### src/rtl/rcl_sched.sv
// rtl/rcl_sched.sv - round-robin scheduler sharing one circle/line relation engine among NREQ requesters
//
// Ports:
//   clk, rst_n             clock, asynchronous active-low reset
//   req_valid/req_ready    per-requester handshake; req_ready is a one-hot grant
//   req_data               NREQ packets of 30 bits {m,a,n,b,k,c}, 5 bits each, packet i at [30*i+29:30*i]
//   eng_in_valid           engine beat strobe (registered)
//   eng_coef_Q/eng_coef_L  engine beat payload: (m,a), (n,b), (k,c) on three gapless beats
//   eng_out_valid/eng_out  engine result strobe and 2-bit relation
//   rsp_valid/rsp_id/rsp_out  one-cycle response tagged with the originating requester
//   busy                   packet in progress or results outstanding
//   err                    sticky: engine result arrived with no outstanding tag
module rcl_sched #(
    parameter int NREQ = 4
) (
    input  logic              clk,
    input  logic              rst_n,
    input  logic [NREQ-1:0]   req_valid,
    input  logic [NREQ*30-1:0] req_data,
    output logic [NREQ-1:0]   req_ready,
    output logic              eng_in_valid,
    output logic [4:0]        eng_coef_Q,
    output logic [4:0]        eng_coef_L,
    input  logic              eng_out_valid,
    input  logic [1:0]        eng_out,
    output logic              rsp_valid,
    output logic [1:0]        rsp_id,
    output logic [1:0]        rsp_out,
    output logic              busy,
    output logic              err
);

    typedef enum logic [1:0] {IDLE, B0, B1, B2} state_t;

    localparam logic [1:0] LAST_ID = 2'(NREQ - 1);

    state_t      state, state_nxt;
    logic [1:0]  rr_ptr;
    logic [1:0]  win;
    logic        win_found;
    logic        grant;
    logic        pop;
    logic        can_push;
    logic [29:0] pkt_sel;
    logic [19:0] hold;        // n, b, k, c; m and a go straight out on the first beat
    logic [1:0]  fifo [2];
    logic        wr_ptr;
    logic        rd_ptr;
    logic [1:0]  count;

    // Round-robin search starting one past the last winner.
    always_comb begin
        int         cand;
        logic [1:0] cidx;
        win       = '0;
        win_found = 1'b0;
        for (int off = 1; off <= NREQ; off++) begin
            cand = (int'(rr_ptr) + off) % NREQ;
            cidx = 2'(cand);
            if (!win_found && req_valid[cidx]) begin
                win_found = 1'b1;
                win       = cidx;
            end
        end
    end

    always_comb begin
        pkt_sel = '0;
        for (int i = 0; i < NREQ; i++) begin
            if (win == 2'(i)) begin
                pkt_sel = req_data[30*i +: 30];
            end
        end
    end

    assign pop      = eng_out_valid && (count != 2'd0);
    // A pop in the same cycle frees the slot the new tag needs.
    assign can_push = (count < 2'd2) || pop;

    always_ff @(posedge clk or negedge rst_n) begin
        if (!rst_n) begin
            state <= IDLE;
        end else begin
            state <= state_nxt;
        end
    end

    always_comb begin
        state_nxt = state;
        grant     = 1'b0;
        req_ready = '0;
        case (state)
            IDLE, B2: begin
                state_nxt = IDLE;
                if (win_found && can_push) begin
                    grant          = 1'b1;
                    req_ready[win] = 1'b1;
                    state_nxt      = B0;
                end
            end
            B0:      state_nxt = B1;
            B1:      state_nxt = B2;
            default: state_nxt = IDLE;
        endcase
    end

    always_ff @(posedge clk or negedge rst_n) begin
        if (!rst_n) begin
            rr_ptr       <= LAST_ID;
            hold         <= '0;
            fifo[0]      <= '0;
            fifo[1]      <= '0;
            wr_ptr       <= 1'b0;
            rd_ptr       <= 1'b0;
            count        <= '0;
            eng_in_valid <= 1'b0;
            eng_coef_Q   <= '0;
            eng_coef_L   <= '0;
            rsp_valid    <= 1'b0;
            rsp_id       <= '0;
            rsp_out      <= '0;
            err          <= 1'b0;
        end else begin
            if (grant) begin
                rr_ptr       <= win;
                hold         <= pkt_sel[19:0];
                fifo[wr_ptr] <= win;
                wr_ptr       <= ~wr_ptr;
            end

            case ({grant, pop})
                2'b10:   count <= count + 2'd1;
                2'b01:   count <= count - 2'd1;
                default: count <= count;
            endcase

            rsp_valid <= pop;
            if (pop) begin
                rd_ptr  <= ~rd_ptr;
                rsp_id  <= fifo[rd_ptr];
                rsp_out <= eng_out;
            end

            if (eng_out_valid && (count == 2'd0)) begin
                err <= 1'b1;
            end

            // Beat registers are loaded from the state being entered so the first
            // beat appears the cycle after the handshake.
            case (state_nxt)
                B0: begin
                    eng_in_valid <= 1'b1;
                    eng_coef_Q   <= pkt_sel[29:25];
                    eng_coef_L   <= pkt_sel[24:20];
                end
                B1: begin
                    eng_in_valid <= 1'b1;
                    eng_coef_Q   <= hold[19:15];
                    eng_coef_L   <= hold[14:10];
                end
                B2: begin
                    eng_in_valid <= 1'b1;
                    eng_coef_Q   <= hold[9:5];
                    eng_coef_L   <= hold[4:0];
                end
                default: begin
                    eng_in_valid <= 1'b0;
                    eng_coef_Q   <= '0;
                    eng_coef_L   <= '0;
                end
            endcase
        end
    end

    assign busy = (state != IDLE) || (count != 2'd0);

endmodule

### config.mk
export PLATFORM = sky130hd
export DESIGN_NAME = rcl_sched
export DESIGN_NICKNAME = d
export VERILOG_FILES = /design/src/rtl/rcl_sched.sv
export SDC_FILE = /design/constraint.sdc
export NUM_CORES = 1
export LEC_CHECK = 0
export BUFFER_PORTS_ARGS = -buffer_cell sky130_fd_sc_hd__buf_2
export CAP_MARGIN = 10
export CORE_ASPECT_RATIO = 0.8
export CORE_MARGIN = 2
export CORE_UTILIZATION = 46
export CTS_CLUSTER_DIAMETER = 120
export DETAILED_ROUTE_END_ITERATION = 6
export PLACE_DENSITY_LB_ADDON = 0.2
export SLEW_MARGIN = 10
export SYNTH_ARGS = -nofsm -noshare
export SYNTH_HDL_FRONTEND = slang
export SYNTH_SLANG_ARGS = --single-unit
### constraint.sdc
create_clock -name clk -period 3.2 [get_ports clk]
set_clock_uncertainty 0.05 [all_clocks]
set_input_delay 0.16 -clock clk [delete_from_list [all_inputs] [get_ports clk]]
set_output_delay 0.16 -clock clk [all_outputs]
set_load 0.03 [all_outputs]
==> flow_summary.yaml, run 1 <==
outcome:
  status: "finished clean"
worst_setup_path:
  crit_type: "reg2reg"
  cp_data_arrival_time_ps: 2720
  cp_max_fo: 29
  start_kind: "register"
  end_kind: "register"
  critPathRequiredTime_ps: 3370
clock_network:
  clkTransAtPathRegs_ps: 90
  cts_sinks: 49
  clockBufferDepth: 2
  cts.htree.levels: 2
  cts_made_buffers: 5
  cts_tree: "built"
  root_buffer: "clkbuf_8"
  cts_setup_buffers: 0
  hold_buffers: 0
  cts_resized: 0
  clock_latency_ps: 300
min_path:
  hold_path_class: "in2async"
finish:
  nFillCells: 623
  final_util: 0.591
  drive_above_1_share: 0.419
  num_antenna_cells: 0
  fin_nets: 603
  syn2layout_area_growth_pct: 25.8
route:
  route.detailed.drc: 0
  drt-initial-drc-count: 210
  vias_per_cell: 5.71
  wl_per_cell_um: 17.5
  drt_pass1_iterations: 4
  wl_mm: 9.72
  vias: 3182
  postRouteAntennaNets: 0
global_route:
  grt_pass1_wl_mm: 15.2
  antenna_found_initial: 0
  grt_max_degree: 50
  grt.overflow.total: 0
  grt_pass1_vias: 3026
  track_usage: 0.250
job:
  maxCapViolations: 0
sta:
  fin_setup_tns_ps: 0
  rsz0062_at_grt: "false"
  max_freq_mhz: 393
  fin_crit_ps: 2550
  relSlewSlack: 0.271
  setup_viol: 0
  hold_viol_final: 0
  period_share: 0.795
  tightestPinTransition_ps: 1090
  timing.final.max_slew_violations: 0
yosys:
  postSynthRegisterBits: 49
  synth-main-ff-cell: "dfrtp_1"
  syn_inst: 339
  yosys-top-cells-area: "dfrtp_1, mux2_4, o21ai_0, a221oi_1, a21oi_1"
  synthesis.nets: 473
  synth-edff-count: 0
  synth_top_cell_area_share: 0.369
  ys_warn_count: 0
  postSynthAreaPerCell_um2: 9.41
  synth_cell_types: 49
  syn-cell-area_um2: 3190
  yosys.area.top_type: "dfrtp_1"
  yosysSeqAreaShare: 0.385
  synthArstFlopShare: 1.00
power:
  p_leak_nw: 1.89
  max-vdd-ir-drop_v: 0.000359
  p_per_area_nw_per_um2: 1020
  cellInternalPower_w: 0.00217
  pwr-share-seq: 0.285
  switching_share: 0.470
  pwr-share-comb: 0.617
  power_frac_clock: 0.098
  switchingPower_w: 0.00193
floorplanning:
  die_h_um: 78.5
  initial_core_util: 0.470
  core_area_um2: 6790
  dieArea_um2: 7620
  die_x_um: 97.1
  rows: 27
  boundaryPins: 151
placed_design:
  gp_congestion: 0.802
  post-dp-hpwl_mm: 7.49
  io_buffers: 150
per-stage QoR:
stage	setup WS (ps)	total power (W)	area (um2)	hold WS, ps	std cells
2_1_floorplan	938	0.00308	3190	-186	339
3_3_place_gp	797	0.00363	3910	346	549
3_5_place_dp	700	0.00370	3910	348	549
4_1_cts	661	0.00411	4010	36.9	557
5_1_grt	497	0.00442	4010	36.8	557
6_report	655	0.00410	4010	8.68	557
synth_stat cells (4+ instances only):
| library cell | count |
|---|---|
| a21oi_1 | 29 |
| a221oi_1 | 17 |
| a22o_1 | 4 |
| a22oi_1 | 4 |
| a31oi_1 | 6 |
| and3_1 | 4 |
| buf_2 | 14 |
| buf_6 | 4 |
| clkbuf_1 | 9 |
| dfrtp_1 | 47 |
| ha_1 | 5 |
| inv_1 | 8 |
| mux2_2 | 5 |
| mux2_4 | 18 |
| nand2_1 | 17 |
| nor2_1 | 27 |
| nor3_1 | 5 |
| nor3b_1 | 4 |
| o21ai_0 | 40 |
| o21ai_1 | 4 |
| o221ai_1 | 12 |
| o32ai_1 | 6 |
| xnor2_1 | 4 |
worst max-delay path: stages, from the launching register on:
cell and delay, ps:
dfstp_2 660, mux2i_1 210, o221a_2 660, buf_4 400, mux2_4 340, a21oi_1 140
layout by cell type (no fill, tap or decap), types with 4 or more instances in the layout:
cell type and instances:
nand2_1 17, xnor2_1 4, o21ai_1 4, nor3b_1 4, a31oi_1 6, nor2_1 27, clkbuf_8 7, o32ai_1 6
inv_1 8, ha_1 5, o21ai_0 40, a22oi_1 4, and3_1 4, buf_2 150, nor3_1 5, mux2_4 18
buf_4 6, o221ai_1 12, a22o_1 4, a221oi_1 17, dfrtp_1 47, mux2_2 5, a21oi_1 29
state kept, by name, indices dropped and copies added (netlist names):
name / flops
rsp_out: 2
wr_ptr: 1
rsp_id: 2
hold: 20
eng_coef_Q: 5
eng_in_valid: 1
rd_ptr: 1
err: 1
count: 2
rsp_valid: 1
rr_ptr: 2
state: 2
fifo: 4
eng_coef_L: 5
worst paths after layout:
kind	startpoint	to	slack [ps]	cells after the start
setup reg to reg	rr_ptr[1]$_DFFE_PN1P_	hold[10]$_DFFE_PN0P_	650	5
hold reg to reg	err$_DFFE_PN0P_	err$_DFFE_PN0P_	420	1
setup / recovery	rr_ptr[1]$_DFFE_PN1P_	hold[10]$_DFFE_PN0P_	650	5
hold / removal	rst_n	eng_in_valid$_DFF_PN0_	9	1
max in group asynchronous	rst_n	hold[17]$_DFFE_PN0P_	2420	1
min in group clk	eng_out_valid	err$_DFFE_PN0P_	40	2
area by class of cell:
type | instances | area (um2) | area share
inverter | 9 | 33.8 | 0.00842
clock buffer | 7 | 96.3 | 0.0240
tap | 87 | 109 | 0.0271
multi-input combinational | 248 | 1740 | 0.434
sequential | 49 | 1230 | 0.306
clock inverter | 1 | 5.00 | 0.00125
timing repair buffer | 156 | 796 | 0.198
per-layer routing:
layer,up-vias,wire [um],track usage
met3,8,703,0.0401
met1,1507,4620,0.370
met2,132,4310,0.384
met4,0,85,0.0634
li1,1535,-,-
met5,-,0,0
kinds of logic after synthesis:
logic type,count (synthesis),share of synthesized area
XOR/XNOR,6,0.0165
multiplexers,26,0.112
AND/OR/NAND/NOR,71,0.105
flip-flops,49,0.385
AO/OA/AOI/OAI,140,0.294
buffers and inverters,42,0.0683
adder cells (fa/ha/maj),5,0.0196
power groups by stage:
stage	sequential, W	combinational [W]	clock [W]
after floorplan	0.00128	0.00180	0
after global placement	0.00116	0.00247	0
after detailed placement	0.00118	0.00252	0
after CTS	0.00117	0.00254	0.000409
after global routing	0.00121	0.00278	0.000432
final	0.00117	0.00253	0.000401
Power figures use the tool's default switching activity.
==> run 2: changes to the inputs <==
- clock period: 3.2 -> 2.42 ns (I/O delays scaled with it)
==> flow_summary.yaml, run 2 (synthesized netlist as in run 1, its figures left out) <==
finish:
  fin_nets: 613
  largest_register_ffs: 20
  final_util: 0.614
  mostFrequentLayoutCell: "buf_2"
  final_area_um2: 4170
  multi_input_area_um2: 1770
  syn2layout_area_growth_pct: 30.8
  final_cell_mix: "buf_2, dfrtp_1, o21ai_0"
  seq_area_um2: 1230
  reg_top3: "hold (20), eng_coef_L (5), eng_coef_Q (5)"
  num_antenna_cells: 0
  fin_cells: 567
  drive_above_1_share: 0.429
  top_register: "hold"
  nFillCells: 623
clock_network:
  clock_latency_ps: 310
  clockBufferDepth: 2
  root_buffer: "clkbuf_8"
  cts_made_buffers: 5
  cts_setup_buffers: 0
  clkTransAtPathRegs_ps: 90
  cts_tree: "built"
  cts.htree.levels: 2
  cts_sinks: 49
sta:
  tightestPinTransition_ps: 635
  relSlewSlack: 0.575
  fin_setup_tns_ps: 0
  timing.final.max_slew_violations: 0
  setup_viol: 0
  hold_viol_final: 0
  fin_crit_ps: 2290
  max_freq_mhz: 436
  period_share: 0.947
route:
  vias: 3175
  postRouteAntennaNets: 0
  drt_pass1_iterations: 4
  vias_per_cell: 5.60
  wl_per_cell_um: 16.9
  drt-initial-drc-count: 168
  wl_mm: 9.61
  route.detailed.drc: 0
global_route:
  grt_max_degree: 50
  grt.overflow.total: 0
  grt_pass1_vias: 2999
  antenna_found_initial: 0
  track_usage: 0.245
  grt_pass1_wl_mm: 14.9
worst_setup_path:
  ff2ff_setup_slack_ps: 250
  cp_data_arrival_time_ps: 2120
  end_kind: "output pin"
  endpoint: "req_ready[2]"
  path_depth: 8
  worstPathCellList: "inv_1, ha_1, inv_2, and2_1, clkinv_2, buf_4, nor2_1, buf_2"
  r2r.worst_path.cells: 5
  cpPeakStageDelay_ps: 380
  critPathRequiredTime_ps: 2250
  cp-startpoint: "state[1]$_DFF_PN0_"
  r2r_start: "rr_ptr[1]$_DFFE_PN1P_"
  worst-path-buf-inv: 5
  crit_type: "reg2out"
  critPathSlowestCell: "dfrtp_1"
  cp_max_fo: 20
  start_kind: "register"
  crit_family: "buffers and inverters"
  rr_endpoint: "hold[12]$_DFFE_PN0P_"
floorplanning:
  initial_core_util: 0.470
  core_area_um2: 6790
  rows: 27
  die_x_um: 97.1
  boundaryPins: 151
  die_h_um: 78.5
  dieArea_um2: 7620
outcome:
  status: "finished clean"
power:
  p_per_area_nw_per_um2: 1340
  max-vdd-ir-drop_v: 0.000552
  pwr-share-seq: 0.275
  switching_share: 0.458
  pwr-share-comb: 0.615
  switchingPower_w: 0.00256
  p_leak_nw: 1.96
  cellInternalPower_w: 0.00303
  power.total_w: 0.00560
  power_frac_clock: 0.109
job:
  maxCapViolations: 0
placed_design:
  dpl_cell_area_um2: 3980
  dp_cells: 555
  gp_congestion: 0.853
  io_buffers: 150
  post-dp-hpwl_mm: 7.36
min_path:
  hold_path_class: "in2reg"
-- run 2: area by class of cell --
cell class | instances | area share
Multi-Input combinational cell | 248 | 0.424
Inverter | 9 | 0.00840
Timing Repair Buffer | 166 | 0.218
Clock inverter | 2 | 0.00900
Clock buffer | 6 | 0.0198
Tap cell | 87 | 0.0261
Sequential cell | 49 | 0.295
-- run 2: timing repair --
item / in CTS / in global routing
hold buffers: 4 / 0
resized for setup: 2 / 5
endpoints found under the hold margin: 50 / 0
setup endpoints to repair: 3 / 5
-- run 2: per-layer routing --
layer,track usage,routed length (um)
met1,0.346,4420
met2,0.399,4370
met3,0.0481,753
met4,0.0408,63
met5,0,0
-- run 2: how the worst min path moves through the flow --
stage,end,start,depth (start not counted)
6_report,eng_coef_Q[3]$_DFF_PN0_,req_data[28],3
5_1_grt,eng_coef_Q[3]$_DFF_PN0_,req_data[28],3
4_1_cts,eng_coef_Q[3]$_DFF_PN0_,req_data[28],3
3_5_place_dp,eng_in_valid$_DFF_PN0_,rst_n,2
3_3_place_gp,eng_coef_L[0]$_DFF_PN0_,rst_n,2
2_1_floorplan,count[0]$_DFFE_PN0P_,rst_n,0
-- run 2: stage by stage --
stage | worst slack [ps] | hold WS [ps]
2_1_floorplan | 197 | -225
3_3_place_gp | 227 | 80.4
3_5_place_dp | 135 | 80.3
4_1_cts | 16.3 | 42.0
5_1_grt | -0.568 | 51.4
6_report | 128 | 45.4
-- run 2: worst reg2reg max path: cells and delay by family, from the launching register on --
kind            cells  cell delay (ps)
compound gates      2              590
mux                 2              580
buf+inv             1              220
flops               1              660
-- run 2: power by group through the flow --
stage / clock [W] / sequential, W / combinational (W)
after global routing: 0.000660 / 0.00159 / 0.00378
after floorplan: 0 / 0.00169 / 0.00238
final: 0.000613 / 0.00154 / 0.00344
after detailed placement: 0 / 0.00155 / 0.00339
after CTS: 0.000621 / 0.00154 / 0.00343
after global placement: 0 / 0.00154 / 0.00331
